## config.mk

```make
export PLATFORM = sky130hd
export DESIGN_NAME = riscv_dmem_arbiter_flat
export DESIGN_NICKNAME = d
export VERILOG_FILES = /design/src/rtl/riscv_dmem_arbiter_if.sv /design/src/rtl/riscv_dmem_arbiter.sv /design/src/flat_wrapper.sv
export SDC_FILE = /design/constraint.sdc
export NUM_CORES = 1
export LEC_CHECK = 0
export CAP_MARGIN = 20
export CORE_MARGIN = 1
export CORE_UTILIZATION = 39
export DETAILED_ROUTE_END_ITERATION = 10
export PLACE_DENSITY = 0.8
export SYNTH_ARGS = -nofsm -noshare
export SYNTH_HDL_FRONTEND = slang
export SYNTH_SLANG_ARGS = --single-unit
export TNS_END_PERCENT = 20
```

## constraint.sdc

```tcl
create_clock -name i_clk -period 5.54 [get_ports i_clk]
set_input_delay 1.108 -clock i_clk [delete_from_list [all_inputs] [get_ports i_clk]]
set_output_delay 1.108 -clock i_clk [all_outputs]
set_load 0.01 [all_outputs]
```

## src/rtl/riscv_dmem_arbiter_if.sv

```systemverilog
// Bus bundle between the two data-memory requesters, the arbiter and the single-port data memory.
// slave: arbiter view; master: requesters plus memory (bench / surrounding SoC).
`ifndef XLEN
`define XLEN 32
`endif

interface riscv_dmem_arbiter_if;
  logic                  i_req0, i_we0, o_gnt0, o_rvalid0;
  logic [`XLEN-1:0]      i_addr0, i_wr_data0;
  logic [`XLEN/8-1:0]    i_byte_sel0;
  logic                  i_req1, i_we1, o_gnt1, o_rvalid1;
  logic [`XLEN-1:0]      i_addr1, i_wr_data1;
  logic [`XLEN/8-1:0]    i_byte_sel1;
  logic [`XLEN-1:0]      o_rd_data;
  logic                  o_timeout;
  logic                  o_mem_req, o_mem_we;
  logic [`XLEN-1:0]      o_mem_addr, o_mem_wr_data;
  logic [`XLEN/8-1:0]    o_mem_byte_sel;
  logic                  i_mem_ready, i_mem_rvalid;
  logic [`XLEN-1:0]      i_mem_rd_data;

  modport slave (
    input  i_req0, i_we0, i_addr0, i_wr_data0, i_byte_sel0,
    input  i_req1, i_we1, i_addr1, i_wr_data1, i_byte_sel1,
    input  i_mem_ready, i_mem_rvalid, i_mem_rd_data,
    output o_gnt0, o_rvalid0, o_gnt1, o_rvalid1, o_rd_data, o_timeout,
    output o_mem_req, o_mem_we, o_mem_addr, o_mem_wr_data, o_mem_byte_sel
  );

  modport master (
    output i_req0, i_we0, i_addr0, i_wr_data0, i_byte_sel0,
    output i_req1, i_we1, i_addr1, i_wr_data1, i_byte_sel1,
    output i_mem_ready, i_mem_rvalid, i_mem_rd_data,
    input  o_gnt0, o_rvalid0, o_gnt1, o_rvalid1, o_rd_data, o_timeout,
    input  o_mem_req, o_mem_we, o_mem_addr, o_mem_wr_data, o_mem_byte_sel
  );
endinterface

```

## src/rtl/riscv_dmem_arbiter.sv

```systemverilog
// Two-port arbiter in front of a single-port data memory: one transaction in flight,
// registered memory request, round-robin or CPU-priority selection, read-timeout watchdog.
`ifndef XLEN
`define XLEN 32
`endif

module riscv_dmem_arbiter #(
  parameter int CPU_PRIORITY = 0,
  parameter int TIMEOUT      = 16
) (
  input logic                  i_clk,
  input logic                  i_rst,
  riscv_dmem_arbiter_if.slave  bus
);
  localparam int XW = `XLEN;
  localparam int BW = `XLEN / 8;
  localparam int CW = (TIMEOUT > 0) ? $clog2(TIMEOUT + 1) : 1;
  localparam logic [CW:0] TO_VAL = (CW + 1)'(TIMEOUT);

  typedef enum logic [1:0] {IDLE, ISSUE, WAIT_RD} state_t;

  state_t          state_reg;
  logic            last_reg;
  logic            owner_reg;
  logic [CW-1:0]   cnt_reg;
  logic            mem_req_reg, mem_we_reg;
  logic [XW-1:0]   mem_addr_reg, mem_wr_data_reg, rd_data_reg;
  logic [BW-1:0]   mem_byte_sel_reg;
  logic [1:0]      rvalid_reg;
  logic            timeout_reg;

  logic [1:0]      req_vec, we_vec, gnt_vec;
  logic [XW-1:0]   addr_vec [2];
  logic [XW-1:0]   wdata_vec [2];
  logic [BW-1:0]   sel_vec [2];
  logic            win1;
  logic [CW:0]     cnt_inc;
  logic            timeout_hit;

  assign req_vec      = {bus.i_req1, bus.i_req0};
  assign we_vec       = {bus.i_we1, bus.i_we0};
  assign addr_vec[0]  = bus.i_addr0;
  assign addr_vec[1]  = bus.i_addr1;
  assign wdata_vec[0] = bus.i_wr_data0;
  assign wdata_vec[1] = bus.i_wr_data1;
  assign sel_vec[0]   = bus.i_byte_sel0;
  assign sel_vec[1]   = bus.i_byte_sel1;

  // Port 1 wins when alone, or under round-robin when port 0 had the last grant.
  assign win1 = req_vec[1] && (!req_vec[0] || ((CPU_PRIORITY == 0) && !last_reg));

  genvar gi;
  generate
    for (gi = 0; gi < 2; gi++) begin : g_gnt
      assign gnt_vec[gi] = !i_rst && (state_reg == IDLE) && req_vec[gi] &&
                           (win1 == (gi == 1));
    end
  endgenerate

  assign cnt_inc     = {1'b0, cnt_reg} + (CW + 1)'(1);
  assign timeout_hit = (TIMEOUT != 0) && (cnt_inc == TO_VAL);

  always_ff @(posedge i_clk or posedge i_rst) begin
    if (i_rst) begin
      state_reg        <= IDLE;
      last_reg         <= 1'b1;
      owner_reg        <= 1'b0;
      cnt_reg          <= '0;
      mem_req_reg      <= 1'b0;
      mem_we_reg       <= 1'b0;
      mem_addr_reg     <= '0;
      mem_wr_data_reg  <= '0;
      mem_byte_sel_reg <= '0;
      rvalid_reg       <= '0;
      rd_data_reg      <= '0;
      timeout_reg      <= 1'b0;
    end else begin
      rvalid_reg  <= '0;
      timeout_reg <= 1'b0;
      case (state_reg)
        IDLE: begin
          if (|req_vec) begin
            mem_req_reg      <= 1'b1;
            mem_we_reg       <= we_vec[win1];
            mem_addr_reg     <= addr_vec[win1];
            mem_wr_data_reg  <= wdata_vec[win1];
            mem_byte_sel_reg <= sel_vec[win1];
            owner_reg        <= win1;
            last_reg         <= win1;
            state_reg        <= ISSUE;
          end
        end
        ISSUE: begin
          if (bus.i_mem_ready) begin
            mem_req_reg <= 1'b0;
            mem_we_reg  <= 1'b0;
            cnt_reg     <= '0;
            state_reg   <= mem_we_reg ? IDLE : WAIT_RD;
          end
        end
        WAIT_RD: begin
          if (bus.i_mem_rvalid) begin
            rvalid_reg[owner_reg] <= 1'b1;
            rd_data_reg           <= bus.i_mem_rd_data;
            state_reg             <= IDLE;
          end else if (timeout_hit) begin
            rvalid_reg[owner_reg] <= 1'b1;
            rd_data_reg           <= '0;
            timeout_reg           <= 1'b1;
            state_reg             <= IDLE;
          end else begin
            cnt_reg <= cnt_inc[CW-1:0];
          end
        end
        default: state_reg <= IDLE;
      endcase
    end
  end

  assign bus.o_gnt0          = gnt_vec[0];
  assign bus.o_gnt1          = gnt_vec[1];
  assign bus.o_rvalid0       = rvalid_reg[0];
  assign bus.o_rvalid1       = rvalid_reg[1];
  assign bus.o_rd_data       = rd_data_reg;
  assign bus.o_timeout       = timeout_reg;
  assign bus.o_mem_req       = mem_req_reg;
  assign bus.o_mem_we        = mem_we_reg;
  assign bus.o_mem_addr      = mem_addr_reg;
  assign bus.o_mem_wr_data   = mem_wr_data_reg;
  assign bus.o_mem_byte_sel  = mem_byte_sel_reg;
endmodule

```

## src/flat_wrapper.sv

```systemverilog
// flat-port wrapper written by rule: the top's interface ports become plain ports
module riscv_dmem_arbiter_flat 
#(
  parameter int CPU_PRIORITY = 0,
  parameter int TIMEOUT      = 16
)
  (i_clk, i_rst, bus_i_req0, bus_i_we0, bus_i_addr0, bus_i_wr_data0, bus_i_byte_sel0, bus_i_req1, bus_i_we1, bus_i_addr1, bus_i_wr_data1, bus_i_byte_sel1, bus_i_mem_ready, bus_i_mem_rvalid, bus_i_mem_rd_data, bus_o_gnt0, bus_o_rvalid0, bus_o_gnt1, bus_o_rvalid1, bus_o_rd_data, bus_o_timeout, bus_o_mem_req, bus_o_mem_we, bus_o_mem_addr, bus_o_mem_wr_data, bus_o_mem_byte_sel);
  riscv_dmem_arbiter_if bus_i ();
  input logic i_clk;
  input logic i_rst;
  input wire logic [$bits(bus_i.i_req0)-1:0] bus_i_req0;
  input wire logic [$bits(bus_i.i_we0)-1:0] bus_i_we0;
  input wire logic [$bits(bus_i.i_addr0)-1:0] bus_i_addr0;
  input wire logic [$bits(bus_i.i_wr_data0)-1:0] bus_i_wr_data0;
  input wire logic [$bits(bus_i.i_byte_sel0)-1:0] bus_i_byte_sel0;
  input wire logic [$bits(bus_i.i_req1)-1:0] bus_i_req1;
  input wire logic [$bits(bus_i.i_we1)-1:0] bus_i_we1;
  input wire logic [$bits(bus_i.i_addr1)-1:0] bus_i_addr1;
  input wire logic [$bits(bus_i.i_wr_data1)-1:0] bus_i_wr_data1;
  input wire logic [$bits(bus_i.i_byte_sel1)-1:0] bus_i_byte_sel1;
  input wire logic [$bits(bus_i.i_mem_ready)-1:0] bus_i_mem_ready;
  input wire logic [$bits(bus_i.i_mem_rvalid)-1:0] bus_i_mem_rvalid;
  input wire logic [$bits(bus_i.i_mem_rd_data)-1:0] bus_i_mem_rd_data;
  output wire logic [$bits(bus_i.o_gnt0)-1:0] bus_o_gnt0;
  output wire logic [$bits(bus_i.o_rvalid0)-1:0] bus_o_rvalid0;
  output wire logic [$bits(bus_i.o_gnt1)-1:0] bus_o_gnt1;
  output wire logic [$bits(bus_i.o_rvalid1)-1:0] bus_o_rvalid1;
  output wire logic [$bits(bus_i.o_rd_data)-1:0] bus_o_rd_data;
  output wire logic [$bits(bus_i.o_timeout)-1:0] bus_o_timeout;
  output wire logic [$bits(bus_i.o_mem_req)-1:0] bus_o_mem_req;
  output wire logic [$bits(bus_i.o_mem_we)-1:0] bus_o_mem_we;
  output wire logic [$bits(bus_i.o_mem_addr)-1:0] bus_o_mem_addr;
  output wire logic [$bits(bus_i.o_mem_wr_data)-1:0] bus_o_mem_wr_data;
  output wire logic [$bits(bus_i.o_mem_byte_sel)-1:0] bus_o_mem_byte_sel;
  assign bus_i.i_req0 = bus_i_req0;
  assign bus_i.i_we0 = bus_i_we0;
  assign bus_i.i_addr0 = bus_i_addr0;
  assign bus_i.i_wr_data0 = bus_i_wr_data0;
  assign bus_i.i_byte_sel0 = bus_i_byte_sel0;
  assign bus_i.i_req1 = bus_i_req1;
  assign bus_i.i_we1 = bus_i_we1;
  assign bus_i.i_addr1 = bus_i_addr1;
  assign bus_i.i_wr_data1 = bus_i_wr_data1;
  assign bus_i.i_byte_sel1 = bus_i_byte_sel1;
  assign bus_i.i_mem_ready = bus_i_mem_ready;
  assign bus_i.i_mem_rvalid = bus_i_mem_rvalid;
  assign bus_i.i_mem_rd_data = bus_i_mem_rd_data;
  assign bus_o_gnt0 = bus_i.o_gnt0;
  assign bus_o_rvalid0 = bus_i.o_rvalid0;
  assign bus_o_gnt1 = bus_i.o_gnt1;
  assign bus_o_rvalid1 = bus_i.o_rvalid1;
  assign bus_o_rd_data = bus_i.o_rd_data;
  assign bus_o_timeout = bus_i.o_timeout;
  assign bus_o_mem_req = bus_i.o_mem_req;
  assign bus_o_mem_we = bus_i.o_mem_we;
  assign bus_o_mem_addr = bus_i.o_mem_addr;
  assign bus_o_mem_wr_data = bus_i.o_mem_wr_data;
  assign bus_o_mem_byte_sel = bus_i.o_mem_byte_sel;
  riscv_dmem_arbiter #(.CPU_PRIORITY(CPU_PRIORITY), .TIMEOUT(TIMEOUT)) u_core (.i_clk(i_clk), .i_rst(i_rst), .bus(bus_i));
endmodule
```

==> results.ini, run 1 <==
[status]
run_status=finished, final reports clean

[clock_tree]
cts_hold_buf=0
tritoncts=yes
cts-htree-levels=4
cts-root-buf=clkbuf_16
clk_latency_ns=0.41
cts_buffers=17
post_cts_buffers=0
numClockSinks=114
clockBufferDepth=2
post_cts_resized=0
cts.clk_slew.worst_paths_ns=0.05

[floorplan]
start_util_pct=39.8
ios=283
die-area_um2=13900
die_y_um=118
die_x_um=118
core-area_um2=13200
fp-row-count=42

[grt]
grt_max_degree=141
grt_pass1_wl_um=24400
grtUsageTotal_pct=22.5
overflow=0
antenna_found_initial=0
grt_pass1_vias=4858

[final_layout]
antenna_cells=0
nNetsFinal=927
final_common_cell=clkdlybuf4s50_1
drive_gt1_share_pct=6.69
fill_cells=1018
area_delta_synth_final_pct=67.6
final_cell_mix=clkdlybuf4s50_1 (282), dfrtp_1 (113), nand2_1 (73), o21ai_0 (73), mux2i_1 (72)

[setup_path]
worst-path-max-fanout=18
path_cells=clkdlybuf4s50_1 > a21boi_4 > and3_1 > clkdlybuf4s50_1
critPathLaunchType=primary input
path_common_cell=clkdlybuf4s50_1
required_ns=4.43
crit_type=in2out
slowest_stage=a21boi_4
max_stage_delay_ns=0.67
rrSetupSlack_ns=3.09
worstSetupEndpointType=primary output
critPathArrivalTime_ns=3.15

[timing]
worst_pin_slew_ns=1.05
final-setup-viol-count=0
period_share_pct=76.9
slew_headroom_pct=30.1
hold_ws_ns=0.476
hold_viol_final=0
rsz0062_at_grt=no
max_freq_ghz=0.235
drv_slew=0
finClkSkew_ns=0.00598
period_minus_slack_ns=4.26
setup_tns_ns=0

[synthesis]
yosysUniqueCellTypes=38
yosys-top-cells-area=dfrtp_1 (54%), mux2i_1 (14%), o21ai_0 (7.0%), a22o_1 (5.5%), nand2_1 (5.2%)
syn_area_per_cell_um2=11.0
syn-num-nets=654
synthCells=476
synth_edf_count=0
yosysWarnings=0
synth-seq-area-share_pct=54.4
ys_ff_latch=114
async_flop_share_pct=100
yosys.area.top_type=dfrtp_1
syn_area_um2=5250
synthFlopType=dfrtp_1
synth_top_area_share_pct=53.9

[place]
post-dp-hpwl_um=10800
place.gp.congestion=0.811
io_buffers=282

[route]
wl_um=14900
wl_per_cell_um=15.9
drtAntennaViolNets=0
drc=0
via_per_inst=4.94
via_count=4630
firstDrtPassIters=4
drt-initial-drc-count=198

[run]
max_cap_violations=0

[pwr]
power.density_nw_per_um2=514
power_leakage_nw=3.71
ir_drop_mv=0.251

[min_path]
holdCritPathClass=reg2reg

-- synthesized netlist by cell type (4+ instances only) --
| master | count |
|---|---|
| a21o_1 | 30 |
| a22o_1 | 33 |
| buf_2 | 18 |
| clkbuf_1 | 12 |
| dfrtp_1 | 113 |
| inv_1 | 5 |
| mux2i_1 | 72 |
| nand2_1 | 73 |
| nor2_1 | 4 |
| nor3_1 | 4 |
| o21ai_0 | 73 |
-- per-layer routing --
layer / up-vias / wire length [um] / GRT usage [%]
li1: 2245 / - / -
met1: 2154 / 5780 / 24.8
met2: 202 / 7630 / 39.9
met3: 29 / 1090 / 7.12
met4: 0 / 373 / 9.21
met5: - / 0 / 0
-- through the flow --
step	area [um2]	util [%]	instances	setup slack (ns)	power, mW
6_report	8790	66.7	938	1.28	4.52
4_1_cts	8760	66.4	937	1.27	4.54
3_3_place_gp	8150	61.8	904	1.31	3.35
2_1_floorplan	5250	-	476	0.463	2.37
5_1_grt	8790	66.7	938	1.22	4.81
3_5_place_dp	8170	61.9	905	1.26	3.42
-- cell families (layout without fill, tap and decap cells) --
| logic type | after synthesis | in the layout | share of synthesized area, % |
|---|---|---|---|
| compound gates | 152 | 152 | 19.2 |
| fa+ha+maj | 2 | 2 | 0.477 |
| buf+inv | 39 | 325 | 4.01 |
| flops | 114 | 114 | 54.4 |
| mux | 72 | 72 | 13.7 |
| simple gates | 97 | 97 | 8.16 |
-- power breakdown --
group          switching (mW)  total [mW]  internal [mW]
Combinational           0.863        1.96           1.10
Clock                   0.371        1.10          0.725
Sequential              0.248        1.46           1.21
-- critical path, delay by kind of cell --
| family | cells | cell delay [ns] |
|---|---|---|
| compound gates | 1 | 0.67 |
| buf+inv | 2 | 1.11 |
| simple gates | 1 | 0.25 |
-- path summary, 6_finish.rpt --
path / from / end / depth (start not counted)
worst max-delay path: bus_i_req1 / bus_o_gnt1 / 4
worst min-delay path: u_core.bus.o_mem_byte_sel[0]$_DFFE_PP0P_ / u_core.bus.o_mem_byte_sel[0]$_DFFE_PP0P_ / 2
worst max register to register: u_core.cnt_reg[0]$_DFFE_PP0P_ / u_core.bus.o_rd_data[3]$_DFFE_PP0P_ / 5
worst min register to register: u_core.bus.o_mem_byte_sel[0]$_DFFE_PP0P_ / u_core.bus.o_mem_byte_sel[0]$_DFFE_PP0P_ / 2
max in group asynchronous: i_rst / u_core.bus.o_rd_data[26]$_DFFE_PP0P_ / 3
min in group asynchronous: i_rst / u_core.bus.o_mem_byte_sel[1]$_DFFE_PP0P_ / 2
-- cell type report --
cell class                 count  area [um2]  share of cell area [%]
clock inverter                11         135                    1.54
tap                          176         220                    2.50
clock buffer                  21         460                    5.24
timing repair buffer         288        2900                    32.9
sequential                   114        2850                    32.5
multi-input combinational    323        2210                    25.1
inverter                       5        21.3                   0.242
Note: power is estimated with default switching activity, not from simulation.
==> run 2, diff against run 1 <==
--- a/config.mk
+++ b/config.mk
@@ -7,9 +7,9 @@
 export LEC_CHECK = 0
 export CAP_MARGIN = 20
 export CORE_MARGIN = 1
-export CORE_UTILIZATION = 39
+export CORE_UTILIZATION = 36
 export DETAILED_ROUTE_END_ITERATION = 10
-export PLACE_DENSITY = 0.8
+export PLACE_DENSITY = 0.78
 export SYNTH_ARGS = -nofsm -noshare
 export SYNTH_HDL_FRONTEND = slang
 export SYNTH_SLANG_ARGS = --single-unit
==> constraint.sdc (replaced) <==
create_clock -name i_clk -period 3.7 [get_ports i_clk]
set_input_delay 0.74 -clock i_clk [delete_from_list [all_inputs] [get_ports i_clk]]
set_output_delay 0.74 -clock i_clk [all_outputs]
set_load 0.01 [all_outputs]
==> run 2 against run 1 <==
Die area is 8.2% higher. Total power grew 44%. Sequential cell count unchanged. Highest routed layer unchanged. First-iteration DRC count is 6.1% higher. Critical path depth did not move. Clock-buffer cell count rose by 3. Non-clock buffer count rose by 1. Sequential share of layout area up 0.28 points. Clock power is 32% higher.
==> results.ini, run 2 (same netlist as run 1, synthesis figures left out) <==
[status]
run_status=finished, final reports clean

[setup_path]
reg2reg_depth=5
critPathArrivalTime_ns=2.40
path_common_cell=clkdlybuf4s50_1
worst-path-max-fanout=5
worstReg2RegEnd=u_core.bus.o_rd_data[14]$_DFFE_PP0P_
crit_type=in2out
worstSetupEndpointType=primary output
slowest_stage=clkdlybuf4s50_1
r2r_start=u_core.cnt_reg[0]$_DFFE_PP0P_
max_stage_delay_ns=0.65
rrSetupSlack_ns=1.27
required_ns=2.96
path_cells=clkdlybuf4s50_1 > a21boi_4 > nor4bb_1 > clkdlybuf4s50_1
critPathLaunchType=primary input

[final_layout]
nNetsFinal=928
instances_no_fill=942
antenna_cells=0
final_cell_mix=clkdlybuf4s50_1 (282), dfrtp_1 (113), nand2_1 (73), o21ai_0 (73), mux2i_1 (72)
final_common_cell=clkdlybuf4s50_1
area_delta_synth_final_pct=66.2
drive_gt1_share_pct=6.17

[floorplan]
die_x_um=123
core-area_um2=14000
die_y_um=123
fp-row-count=43
die-area_um2=15100
ios=283
start_util_pct=37.4

[clock_tree]
cts-htree-levels=4
clockBufferDepth=2
cts.clk_slew.worst_paths_ns=0.05
clk_latency_ns=0.40
post_cts_resized=0
numClockSinks=114
tritoncts=yes
cts_hold_buf=0
cts-root-buf=clkbuf_16
post_cts_buffers=0
cts_buffers=17

[timing]
period_share_pct=84.8
period_minus_slack_ns=3.14
final-setup-viol-count=0
hold_viol_final=0
finClkSkew_ns=0.00494
drv_slew=0
worst_pin_slew_ns=1.08
slew_headroom_pct=28.3
rsz0062_at_grt=no
setup_tns_ns=0
fin_ws_ns=0.561
max_freq_ghz=0.319

[pwr]
power.density_nw_per_um2=749
intPower_mw=4.37
pwr-share-clk_pct=22.2
power_frac_comb_pct=44.4
power_leakage_nw=3.67
p_switching_mw=2.16
switching_share_pct=33.0
ir_drop_mv=0.336
pwr-share-seq_pct=33.4

[route]
wl_per_cell_um=15.7
drtAntennaViolNets=0
via_count=4629
firstDrtPassIters=4
via_per_inst=4.91
drc=0
wl_um=14800
drt-initial-drc-count=210

[grt]
grtUsageTotal_pct=19.9
grt_pass1_wl_um=22700
antenna_found_initial=0
overflow=0
grt_pass1_vias=4603
grt_max_degree=141

[place]
place.gp.congestion=0.810
io_buffers=282
dpl.cell_count=911
post-dp-hpwl_um=10900
dp_slack_ns=0.624

[min_path]
hold_depth=2
hold_end=u_core.bus.o_mem_wr_data[1]$_DFFE_PP0P_
min_from=u_core.bus.o_mem_wr_data[1]$_DFFE_PP0P_
holdCritPathClass=reg2reg

[run]
max_cap_violations=0

-- run 2: cell count changes in the layout (fill, tap and decap cells not counted), sizes merged --
cell,change
bufinv,-2
clkinvlp,-1
inv,-1
clkbuf,+3
buf,+1
-- run 2: layout make-up --
class / count / area [um2]
clock buffer: 24 / 462
clock inverter: 7 / 60.1
fill: 1109 / 5330
inverter: 5 / 22.5
multi-input combinational: 323 / 2210
sequential: 114 / 2850
tap: 180 / 225
timing repair buffer: 289 / 2890
-- run 2: how the worst max path moves through the flow --
stage          slack (ns)  cells past startpoint    endpoint        from
2_1_floorplan        0.12                      2  bus_o_gnt1       i_rst
3_3_place_gp         0.67                      4  bus_o_gnt0  bus_i_req0
3_5_place_dp         0.62                      4  bus_o_gnt0  bus_i_req0
4_1_cts              0.61                      4  bus_o_gnt0  bus_i_req0
5_1_grt              0.52                      4  bus_o_gnt0  bus_i_req0
6_report             0.56                      4  bus_o_gnt0  bus_i_req0
-- run 2: critical path: cells and delay by family --
family	cells	cell delay, ns
and+or+nand+nor	1	0.29
buffers and inverters	2	1.25
AOI/OAI and AO/OA	1	0.11
-- run 2: power by group through the flow --
stage / registers [mW] / logic (mW) / clock network (mW)
after global routing: 2.26 / 3.16 / 1.55
after detailed placement: 2.19 / 2.93 / 0
after global placement: 2.15 / 2.86 / 0
after floorplan: 2.40 / 1.15 / 0
final: 2.18 / 2.90 / 1.45
after CTS: 2.18 / 2.94 / 1.49
-- run 2: through the flow --
step / utilization [%] / total power [mW] / cell area [um2] / hold WS, ns
2_1_floorplan: - / 3.55 / 5250 / 0.441
3_3_place_gp: 58.4 / 5.02 / 8200 / 0.459
3_5_place_dp: 58.4 / 5.12 / 8200 / 0.469
4_1_cts: 62.1 / 6.61 / 8720 / 0.480
5_1_grt: 62.1 / 6.97 / 8720 / 0.500
6_report: 62.1 / 6.53 / 8720 / 0.475
-- run 2: routing by layer --
metal  track usage (%)  vias up  routed length (um)
met2              34.5      204                7350
li1                  -     2255                   -
met1              21.6     2140                5650
met3              6.97       30                1430
met5                 0        -                   0
met4              9.60        0                 337
==> run 3, diff against run 2 <==
==> constraint.sdc (replaced) <==
create_clock -name i_clk -period 2.7 [get_ports i_clk]
set_input_delay 0.54 -clock i_clk [delete_from_list [all_inputs] [get_ports i_clk]]
set_output_delay 0.54 -clock i_clk [all_outputs]
set_load 0.01 [all_outputs]
==> run 3 against run 2 <==
Largest cell class unchanged. Cell count is 0.42% higher. Core utilization increased by 0.77 points. Sequential power rose by 37%. Global-route usage is 0.070 points higher. Clock power up 49%. Register-to-register slack got worse by 0.56 ns. Total power up 41%.
==> results.ini, run 3 (same netlist as run 1, synthesis figures left out) <==
[timing]
period_share_pct=96.7
period_minus_slack_ns=2.61
final-setup-viol-count=0
drv_slew=0
rsz0062_at_grt=no
fin_ws_ns=0.0900
max_freq_ghz=0.383
slew_headroom_pct=58.9
hold_ws_ns=0.473
hold_viol_final=0
finClkSkew_ns=0.00696
worst_pin_slew_ns=0.616

[route]
drt-initial-drc-count=209
drc=0
firstDrtPassIters=5
wl_per_cell_um=15.7
via_count=4690
via_per_inst=4.96
wl_um=14900
drtAntennaViolNets=0

[pwr]
pwr-share-seq_pct=32.5
pwr-share-clk_pct=23.5
power_leakage_nw=3.72
ir_drop_mv=0.522
p_total_mw=9.18
power.density_nw_per_um2=1040
p_switching_mw=2.98
switching_share_pct=32.5
intPower_mw=6.20
power_frac_comb_pct=44.0

[grt]
overflow=0
grt_pass1_vias=4666
antenna_found_initial=0
grt_max_degree=115
grtUsageTotal_pct=20.0
grt_pass1_wl_um=22900

[clock_tree]
cts_hold_buf=0
cts_buffers=17
tritoncts=yes
numClockSinks=114
clockBufferDepth=2
clk_latency_ns=0.41
post_cts_buffers=0
cts-root-buf=clkbuf_16
cts-htree-levels=4
cts.clk_slew.worst_paths_ns=0.05
post_cts_resized=0

[final_layout]
antenna_cells=0
area_delta_synth_final_pct=68.2
final_cell_mix=clkdlybuf4s50_1 (282), dfrtp_1 (113), nand2_1 (73), o21ai_0 (73), mux2i_1 (72)
nNetsFinal=932
fill_cells=1094
drive_gt1_share_pct=6.79
final_common_cell=clkdlybuf4s50_1
final_core_util_pct=62.8

[setup_path]
worstSetupEndpointType=primary output
required_ns=2.16
critPathArrivalTime_ns=2.07
reg2reg_depth=6
worst-path-max-fanout=4
crit_type=in2out
r2r_start=u_core.cnt_reg[0]$_DFFE_PP0P_
worstReg2RegEnd=u_core.bus.o_rd_data[4]$_DFFE_PP0P_
critPathLaunchType=primary input
critPathLaunch=bus_i_req0
rrSetupSlack_ns=0.71

[place]
post-dp-hpwl_um=10900
place.gp.congestion=0.837
io_buffers=282
dp_slack_ns=0.0853

[floorplan]
ios=283
die_x_um=123
die_y_um=123
fp-row-count=43
core-area_um2=14000
die-area_um2=15100
start_util_pct=37.4

[min_path]
hold_end=u_core.bus.o_mem_wr_data[3]$_DFFE_PP0P_
holdCritPathClass=reg2reg
min_from=u_core.bus.o_mem_wr_data[3]$_DFFE_PP0P_
hold_depth=2

[status]
run_status=finished, final reports clean

[run]
max_cap_violations=0

run 3: cell count changes in the layout (fill, tap and decap cells not counted):
cell       change
buf_12         +2
clkbuf_8       +3
clkbuf_1       -1
clkinv_2       -3
bufinv_16      +1
buf_4          +2
run 3: layout make-up:
cell class | count | area, um2 | area share [%]
clock buffers | 26 | 499 | 5.66
flip-flops and latches | 114 | 2850 | 32.3
inverters | 5 | 22.5 | 0.255
clock inverters | 5 | 75.1 | 0.851
repair buffers | 293 | 2940 | 33.3
multi-input cells | 323 | 2210 | 25.0
well taps | 180 | 225 | 2.55
run 3: how the worst max path moves through the flow:
stage                  to  slack (ns)  cells past startpoint
2_1_floorplan  bus_o_gnt1       -0.48                      2
3_3_place_gp   bus_o_gnt0        0.14                      4
3_5_place_dp   bus_o_gnt0        0.09                      4
4_1_cts        bus_o_gnt0        0.10                      4
5_1_grt        bus_o_gnt0        0.05                      4
6_report       bus_o_gnt0        0.09                      4
run 3: worst max-delay path, cell delays in order:
cell and delay (ns):
clkdlybuf4s50_1 0.56, a21boi_4 0.10, nor4bb_1 0.27, clkdlybuf4s50_1 0.60
run 3: stage by stage:
stage	TNS (ns)	instances	instance area, um2
3_3_place_gp	0	915	8250
3_5_place_dp	0	915	8250
4_1_cts	0	946	8820
6_report	0	946	8820
5_1_grt	0	946	8820
2_1_floorplan	-0.477	476	5250
run 3: power groups by stage:
stage	Clock (mW)	Combinational (mW)	Sequential (mW)
after floorplan	0	1.58	3.29
after global routing	2.30	4.40	3.10
after global placement	0	3.98	2.96
after CTS	2.21	4.09	2.99
after detailed placement	0	4.07	3.01
final	2.16	4.03	2.99
run 3: layer usage:
layer	up-vias	GRT usage (%)	part of all wire [%]
met4	0	9.91	2.7
met3	28	7.39	9.8
met1	2184	22.0	38
met5	-	0	0
met2	217	33.7	49
li1	2261	-	-
